===== config.mk =====
export PLATFORM = sky130hd
export DESIGN_NAME = fp_mul_seq
export DESIGN_NICKNAME = d
export VERILOG_FILES = /design/src/rtl/fp_pkg.sv /design/src/rtl/fp_sig_mul.sv /design/src/rtl/fp_mul_seq.sv
export SDC_FILE = /design/constraint.sdc
export NUM_CORES = 1
export LEC_CHECK = 0
export CAP_MARGIN = 20
export CORE_ASPECT_RATIO = 0.7
export CORE_MARGIN = 10
export CORE_UTILIZATION = 25
export CTS_CLUSTER_DIAMETER = 120
export DETAILED_ROUTE_END_ITERATION = 12
export PLACE_DENSITY_LB_ADDON = 0.12
export SLEW_MARGIN = 25
export SYNTH_ARGS = -nofsm -noshare
export SYNTH_HDL_FRONTEND = slang
export SYNTH_HIERARCHICAL = 1
export SYNTH_SLANG_ARGS = --single-unit

===== constraint.sdc =====
create_clock -name clk -period 5.5 [get_ports clk]
set_clock_uncertainty 0.1 [all_clocks]
set_input_delay 0.55 -clock clk [delete_from_list [all_inputs] [get_ports clk]]
set_output_delay 0.55 -clock clk [all_outputs]
set_load 0.02 [all_outputs]

===== src/rtl/fp_pkg.sv =====
// fp_pkg: shared FSM states, constants and field helpers for fp_mul_seq.
// Field helpers take the operand word zero-extended to 64 bits.
package fp_pkg;

  typedef enum logic [2:0] {
    S_IDLE   = 3'd0,
    S_UNPACK = 3'd1,
    S_MUL    = 3'd2,
    S_NORM   = 3'd3,
    S_ROUND  = 3'd4,
    S_PACK   = 3'd5,
    S_DONE   = 3'd6
  } fp_state_e;

  function automatic int fp_bias(input int exp_w);
    return (1 << (exp_w - 1)) - 1;
  endfunction

  // Quiet NaN: exponent all ones, fraction MSB set, sign clear.
  function automatic logic [63:0] fp_nan(input int exp_w, input int man_w);
    logic [63:0] v;
    v = ((64'd1 << exp_w) - 64'd1) << man_w;
    v = v | (64'd1 << (man_w - 1));
    return v;
  endfunction

  function automatic logic fp_sign(input logic [63:0] x, input int n);
    return |((x >> (n - 1)) & 64'd1);
  endfunction

  function automatic logic [63:0] fp_exp(input logic [63:0] x,
                                         input int exp_w,
                                         input int man_w);
    return (x >> man_w) & ((64'd1 << exp_w) - 64'd1);
  endfunction

  function automatic logic [63:0] fp_frac(input logic [63:0] x,
                                          input int man_w);
    return x & ((64'd1 << man_w) - 64'd1);
  endfunction

endpackage


===== src/rtl/fp_sig_mul.sv =====
// fp_sig_mul: iterative shift-add multiplier, one multiplier bit per cycle.
// start loads operands; done is high during the last of the W steps.
import fp_pkg::*;

module fp_sig_mul #(
  parameter int W = 24
) (
  input  logic           clk,
  input  logic           rst,
  input  logic           start_i,
  input  logic [W-1:0]   a_i,
  input  logic [W-1:0]   b_i,
  output logic [2*W-1:0] prod_o,
  output logic           done_o
);

  localparam int CW = $clog2(W + 1);

  logic [2*W-1:0] acc_q, acc_d;
  logic [2*W-1:0] mc_q, mc_d;
  logic [W-1:0]   mp_q, mp_d;
  logic [CW-1:0]  cnt_q, cnt_d;

  // Load on start, then add the shifted multiplicand per set multiplier bit.
  always_comb begin
    acc_d = acc_q;
    mc_d  = mc_q;
    mp_d  = mp_q;
    cnt_d = cnt_q;
    if (start_i) begin
      acc_d = '0;
      mc_d  = {{W{1'b0}}, a_i};
      mp_d  = b_i;
      cnt_d = CW'(W);
    end else if (cnt_q != '0) begin
      if (mp_q[0]) acc_d = acc_q + mc_q;
      mc_d  = mc_q << 1;
      mp_d  = mp_q >> 1;
      cnt_d = cnt_q - CW'(1);
    end
  end

  // Multiplier state registers.
  always_ff @(posedge clk or posedge rst) begin
    if (rst) begin
      acc_q <= '0;
      mc_q  <= '0;
      mp_q  <= '0;
      cnt_q <= '0;
    end else begin
      acc_q <= acc_d;
      mc_q  <= mc_d;
      mp_q  <= mp_d;
      cnt_q <= cnt_d;
    end
  end

  assign prod_o = acc_q;
  assign done_o = (cnt_q == CW'(1));

endmodule


===== src/rtl/fp_mul_seq.sv =====
// fp_mul_seq: sequential FP multiplier (unpack/mul/norm/round/pack).
// Define FP_ROUND_NEAREST_EN for round-to-nearest-even; default truncates.
import fp_pkg::*;

module fp_mul_seq #(
  parameter int EXP_W = 8,
  parameter int MAN_W = 23
) (
  input  logic                 clk,
  input  logic                 rst,
  input  logic [EXP_W+MAN_W:0] a,
  input  logic [EXP_W+MAN_W:0] b,
  input  logic                 sq,
  input  logic                 r_i,
  output logic                 busy,
  output logic [EXP_W+MAN_W:0] res,
  output logic                 err,
  output logic                 unf,
  output logic                 r_o
);

  localparam int N  = EXP_W + MAN_W + 1;
  localparam int W  = MAN_W + 1;
  localparam int XW = EXP_W + 2;
  localparam logic [XW-1:0] BIAS_C = XW'(fp_bias(EXP_W));
  localparam logic [XW-1:0] EMAX_C = XW'((1 << EXP_W) - 1);
  localparam logic [N-1:0]  NAN_C  = N'(fp_nan(EXP_W, MAN_W));

  fp_state_e st_q, st_d;

  logic [N-1:0]   a_q, b_q;
  logic           sq_q;
  logic [W-1:0]   sig_q;
  logic [XW-1:0]  exp_q;
  logic           g_q, s_q;
  logic [N-1:0]   res_q;
  logic           err_q, unf_q, ro_q;

  logic           mul_start, mul_done;
  logic [2*W-1:0] prod;

  logic               sa, sb, sgn;
  logic [EXP_W-1:0]   ea, eb;
  logic [MAN_W-1:0]   fa, fb;
  logic               a_zero, b_zero, a_inf, b_inf, is_nan;

  logic               hi;
  logic [W-1:0]       sig_n, sig_r;
  logic [XW-1:0]      exp_n, exp_r;
  logic               g_n, s_n, inc, carry;
  logic [W:0]         sum;

  logic [N-1:0]       res_n;
  logic               err_n, unf_n;

  assign sa = fp_sign(64'(a_q), N);
  assign sb = fp_sign(64'(b_q), N);
  assign ea = EXP_W'(fp_exp(64'(a_q), EXP_W, MAN_W));
  assign eb = EXP_W'(fp_exp(64'(b_q), EXP_W, MAN_W));
  assign fa = MAN_W'(fp_frac(64'(a_q), MAN_W));
  assign fb = MAN_W'(fp_frac(64'(b_q), MAN_W));

  assign a_zero = (ea == '0);
  assign b_zero = (eb == '0);
  assign a_inf  = (&ea) && (fa == '0);
  assign b_inf  = (&eb) && (fb == '0);
  assign is_nan = ((&ea) && (fa != '0)) || ((&eb) && (fb != '0))
               || (a_inf && b_zero) || (b_inf && a_zero);
  assign sgn    = sq_q ? 1'b0 : (sa ^ sb);

  fp_sig_mul #(.W(W)) u_mul (
    .clk     (clk),
    .rst     (rst),
    .start_i (mul_start),
    .a_i     ({1'b1, fa}),
    .b_i     ({1'b1, fb}),
    .prod_o  (prod),
    .done_o  (mul_done)
  );

  // State register.
  always_ff @(posedge clk or posedge rst) begin
    if (rst) st_q <= S_IDLE;
    else     st_q <= st_d;
  end

  // Next-state: fixed pass through every stage, W cycles in MUL.
  always_comb begin
    st_d = st_q;
    case (st_q)
      S_IDLE:   if (r_i) st_d = S_UNPACK;
      S_UNPACK: st_d = S_MUL;
      S_MUL:    if (mul_done) st_d = S_NORM;
      S_NORM:   st_d = S_ROUND;
      S_ROUND:  st_d = S_PACK;
      S_PACK:   st_d = S_DONE;
      S_DONE:   st_d = S_IDLE;
      default:  st_d = S_IDLE;
    endcase
  end

  // FSM outputs.
  always_comb begin
    busy      = (st_q != S_IDLE);
    mul_start = (st_q == S_UNPACK);
  end

  // Normalise: a product in [2,4) shifts right and bumps the exponent.
  always_comb begin
    hi    = prod[2*W-1];
    sig_n = hi ? prod[2*W-1:W] : prod[2*W-2:W-1];
    g_n   = hi ? prod[W-1] : prod[W-2];
    s_n   = hi ? (|prod[W-2:0]) : (|prod[W-3:0]);
    exp_n = {2'b00, ea} + {2'b00, eb} - BIAS_C + XW'(hi);
  end

`ifdef FP_ROUND_NEAREST_EN
  assign inc = g_q & (s_q | sig_q[0]);
`else
  logic unused_rnd;
  assign inc        = 1'b0;
  assign unused_rnd = g_q ^ s_q;
`endif

  // Round: a carry out of the significand renormalises to 1.0.
  always_comb begin
    sum   = {1'b0, sig_q} + (W + 1)'(inc);
    carry = sum[W];
    sig_r = carry ? sum[W:1] : sum[W-1:0];
    exp_r = exp_q + XW'(carry);
  end

  // Pack: specials first, then range checks on the rounded exponent.
  always_comb begin
    res_n = '0;
    err_n = 1'b0;
    unf_n = 1'b0;
    if (is_nan) begin
      res_n = NAN_C;
    end else if (a_inf || b_inf) begin
      res_n = {sgn, {EXP_W{1'b1}}, {MAN_W{1'b0}}};
    end else if (a_zero || b_zero) begin
      res_n = {sgn, {(N-1){1'b0}}};
    end else if (!exp_q[XW-1] && (exp_q >= EMAX_C)) begin
      res_n = {sgn, {EXP_W{1'b1}}, {MAN_W{1'b0}}};
      err_n = 1'b1;
    end else if (exp_q[XW-1] || (exp_q == '0)) begin
      res_n = {sgn, {(N-1){1'b0}}};
      unf_n = 1'b1;
    end else begin
      res_n = {sgn, exp_q[EXP_W-1:0], sig_q[MAN_W-1:0]};
    end
  end

  // Datapath registers: operand capture, normalise and round results.
  always_ff @(posedge clk or posedge rst) begin
    if (rst) begin
      a_q   <= '0;
      b_q   <= '0;
      sq_q  <= 1'b0;
      sig_q <= '0;
      exp_q <= '0;
      g_q   <= 1'b0;
      s_q   <= 1'b0;
    end else begin
      if (st_q == S_IDLE && r_i) begin
        a_q  <= a;
        b_q  <= sq ? a : b;
        sq_q <= sq;
      end
      if (st_q == S_NORM) begin
        sig_q <= sig_n;
        exp_q <= exp_n;
        g_q   <= g_n;
        s_q   <= s_n;
      end
      if (st_q == S_ROUND) begin
        sig_q <= sig_r;
        exp_q <= exp_r;
      end
    end
  end

  // Result registers load entering DONE; r_o pulses on leaving it.
  always_ff @(posedge clk or posedge rst) begin
    if (rst) begin
      res_q <= '0;
      err_q <= 1'b0;
      unf_q <= 1'b0;
      ro_q  <= 1'b0;
    end else begin
      if (st_q == S_PACK) begin
        res_q <= res_n;
        err_q <= err_n;
        unf_q <= unf_n;
      end
      ro_q <= (st_q == S_DONE);
    end
  end

  assign res = res_q;
  assign err = err_q;
  assign unf = unf_q;
  assign r_o = ro_q;

endmodule


==> results by group <==
Timing
  • Tcrit/Tclk final: roughly 64%
  • Unrepaired setup endpoints after global routing: false
  • Setup ws final: roughly 2.0 ns
  • Final TNS setup: 0 ns
  • Slew HR: between 30% and 40%
  • FMAX: approximately 280 MHz
  • Setup violators final: 0
  • Final Slew Violations: 0
  • Tmin final: ~3.5 ns
  • Worst-margin pin slew: 0.967 ns
  • Final hold violations: 0

Logic synthesis
  • Number of synthesized flops with an enable pin: 0
  • Post-Synth Simple-Gate Area: about 15%
  • Multiplexer area fraction after synthesis: about 10%
  • Cell variety after synth: 86
  • Post-synth top area cell: dfrtp_1
  • Synthesized flop and latch total: ~260
  • Share of the synthesized area in the top cell type: a little under half
  • Post-Syn Area: about 14000 sq um
  • Post-synthesis sequential area ratio: about 45%
  • Share of flip-flops with an asynchronous set or reset: 100%
  • Synth Area in Adders: 6.02%
  • Xor/xnor share of the synthesized area: 2.13%
  • Mean post-synth cell area: roughly 9.7 sq um
  • Synth top area cells: dfrtp_1, mux2i_1, nand2_1
  • Synth warn: 6
  • Top_reg_cell synth: dfrtp_1
  • Synth Instances: roughly 1500
  • Largest family of logic cells by synthesized area: compound AO/OA/AOI/OAI gates
  • Complex-gate fraction of the synthesized area: 18.0%

Clock tree
  • CTS Sinks: roughly 260
  • Post-CTS setup buffers: 0
  • Post-CTS Hold Buffers: 0
  • Clock slew at reported path FFs: 0.07 ns
  • Max clock buf depth: 3
  • CTS tree: done
  • CTS Root Cell: clkbuf_16
  • H-Tree Depth: 1
  • CTS resizes: 0
  • CTS Buf Count: 29
  • Worst skew pair latency: approximately 0.58 ns

Power
  • Sw power: about 4.1 mW
  • Tot Pwr: 9.92 mW
  • Clock power frac: about a fifth
  • Internal power: just under 6 mW
  • Peak VDD IR: roughly 0.24 mV
  • Power Density: just under 600 nW/um^2
  • Comb power frac: 43.9%
  • Leakage: about 7.3 nW
  • Sw Ratio: 41.6%
  • Seq pwr share: 35.0%

Die
  • Ports: around 100
  • Row Count: 73
  • Die span in x: ~310 um
  • Die Area: ~68000 sq um
  • Core Region: 56900 sq um
  • Die H: ~220 um
  • Initial Utilization: 25.3%

Setup path
  • Crit-path leading delay family: compound AO/OA/AOI/OAI gates
  • Worst setup EP type: flip-flop
  • Cells along the critical path: ha_1 -> fa_1 -> a21o_1 -> nand4_1 -> a21oi_1 -> o21bai_1 -> a21oi_1 -> o21ai_0 -> a21oi_1 -> o21bai_1 -> a2111oi_0 -> a311o_1
  • Critical-path maximum fanout: 4
  • CP dominant cell by count: a21oi_1
  • Worst endpoint required time: 5.90 ns
  • WP buf/inv: 0
  • Critical path arrival: 3.92 ns
  • Max stage delay on crit path: 0.47 ns
  • Crit start category: flip-flop
  • Crit-path slowest cell: a2111oi_0
  • Worst Setup Path Type: flip-flop to flip-flop

Route
  • Pre-antenna DRT Iters: 4
  • WL per Instance: between 15 and 20 um
  • Via count: about 11000
  • DRC: 0
  • Final wirelength: just over 40 mm
  • Post-DRT Antenna Nets: 0
  • Initial DRC Count: between 600 and 700
  • Vias per cell: 4.79

Placed design
  • GP Congestion: between 0.8 and 0.9
  • Place WS: ~2.0 ns
  • Port bufs: about 100
  • HPWL after detailed placement: 29.1 mm

Final layout
  • Register Area: between 6000 and 7000 sq um
  • Final Util: between 30% and 40%
  • Area grow syn2layout: 18.9%
  • Fillcell total: 5949
  • Multi-input gate area: ~7400 sq um
  • Layout cells sized above 1: around 6.3%
  • Final #Nets: ~1700

Global route
  • Vias in the first global route: approximately 11000
  • Total track usage: between 10% and 20%
  • First-pass GRT wire length: roughly 66 mm
  • Initial antenna violation count: 0
  • Largest net degree at the start of global routing: 170
  • Total global routing overflow: 0

Run status
  • Outcome: finished, final reports clean

Worst hold path
  • Hold Crit Class: flip-flop to flip-flop

Run
  • Max Cap Viol: 0
-- power groups by stage --
stage                     Clock (mW)  Sequential (mW)  Combinational (mW)
final                           2.09             3.47                4.36
after global routing            2.25             3.60                4.93
after global placement             0             3.50                4.37
after detailed placement           0             3.52                4.39
after floorplan                    0             3.34                3.17
after CTS                       2.17             3.49                4.41
-- placed cells by master, fill, tap and decap left out, types with 27 or more instances in the layout --
master	instances
ha_1	66
inv_1	27
dfrtp_1	261
clkbuf_16	29
clkdlybuf4s50_1	102
a21o_1	27
nand2_1	238
mux2i_1	102
nor2_1	70
o21ai_0	104
mux2_1	29
a21oi_1	151
-- flip-flops by register name (all words and copies together), names as in the netlist --
name          cells
u_mul/mc_q       48
u_mul/prod_o     48
a_q              32
b_q              32
res              32
u_mul/mp_q       24
sig_q            23
exp_q            10
u_mul/cnt_q       5
st_q              3
err               1
r_o               1
sq_q              1
unf               1
-- routing by layer --
layer  part of all wire (%)  track usage (%)  wire length, um
met1                     55             18.9            22300
met2                     40             16.3            16500
met3                    3.7             1.91             1530
met4                    1.4             1.92              566
met5                      0                0                0
-- per-stage QoR --
stage / hold slack, ns / instance area, sq um / instances
4_1_cts: 0.385 / 17100 / 2327
5_1_grt: 0.404 / 17100 / 2327
6_report: 0.378 / 17100 / 2328
3_3_place_gp: 0.368 / 16100 / 2274
2_1_floorplan: 0.342 / 14400 / 1492
3_5_place_dp: 0.375 / 16100 / 2274
-- kinds of logic (layout without fill, tap and decap cells) --
group / after synthesis / in the layout
other cells: 1 / 3
flops: 261 / 261
mux: 136 / 136
xor+xnor: 35 / 35
simple gates: 469 / 469
buf+inv: 112 / 197
fa+ha+maj: 68 / 68
compound gates: 409 / 409
-- worst min-delay path, stage by stage, from the launching register on --
cell and delay, ns:
dfrtp_1 0.34, nand2_1 0.04, o21ai_0 0.06
-- cell type report --
type,instances,area share (%)
antenna,1,0.0146
clock buffer,41,4.85
clock inverter,12,1.02
inverter,29,0.695
multi-input combinational,1119,43.2
sequential,261,38.2
tap,750,5.48
timing repair buffer,115,6.61
-- path summary, 6_finish.rpt --
| check | depth (start not counted) | slack (ns) | end | from |
|---|---|---|---|---|
| setup / recovery | 12 | 1.98 | u_mul/prod_o[18]$_DFFE_PP0P_ | u_mul/mc_q[0]$_DFFE_PP0P_ |
| hold / removal | 2 | 0.38 | sig_q[3]$_DFFE_PP0P_ | sig_q[3]$_DFFE_PP0P_ |
| setup reg to reg | 12 | 1.98 | u_mul/prod_o[18]$_DFFE_PP0P_ | u_mul/mc_q[0]$_DFFE_PP0P_ |
| hold reg to reg | 2 | 0.38 | sig_q[3]$_DFFE_PP0P_ | sig_q[3]$_DFFE_PP0P_ |
| max in group asynchronous | 3 | 3.68 | u_mul/mc_q[28]$_DFFE_PP0P_ | rst |
| min in group asynchronous | 2 | 0.48 | u_mul/cnt_q[0]$_DFFE_PP0P_ | rst |
-- Yosys cell counts (3+ instances only) --
library cell / number
or3_1: 5
a211o_1: 5
mux2_1: 29
a21oi_1: 151
buf_1: 12
o21bai_1: 14
inv_1: 29
clkbuf_1: 47
mux2_2: 5
xnor2_1: 25
or4_1: 7
nor3b_1: 5
nand2b_1: 5
buf_2: 14
a31oi_1: 8
nor3_1: 25
nand3b_1: 4
dfrtp_1: 261
nand2_1: 238
a22o_1: 24
o211ai_1: 5
nand3_1: 25
nor4_1: 13
mux2i_1: 102
nor2_1: 71
o21ai_1: 3
and3_1: 11
ha_1: 66
o21ai_0: 104
a221o_1: 7
a211oi_1: 11
xor2_1: 10
buf_6: 3
and4_1: 6
nand4_1: 15
or2_2: 5
o21a_1: 5
a21o_1: 27
o31ai_1: 10
buf_4: 7
and2_1: 12
nor2b_1: 8
Note: power is estimated with default switching activity, not from simulation.
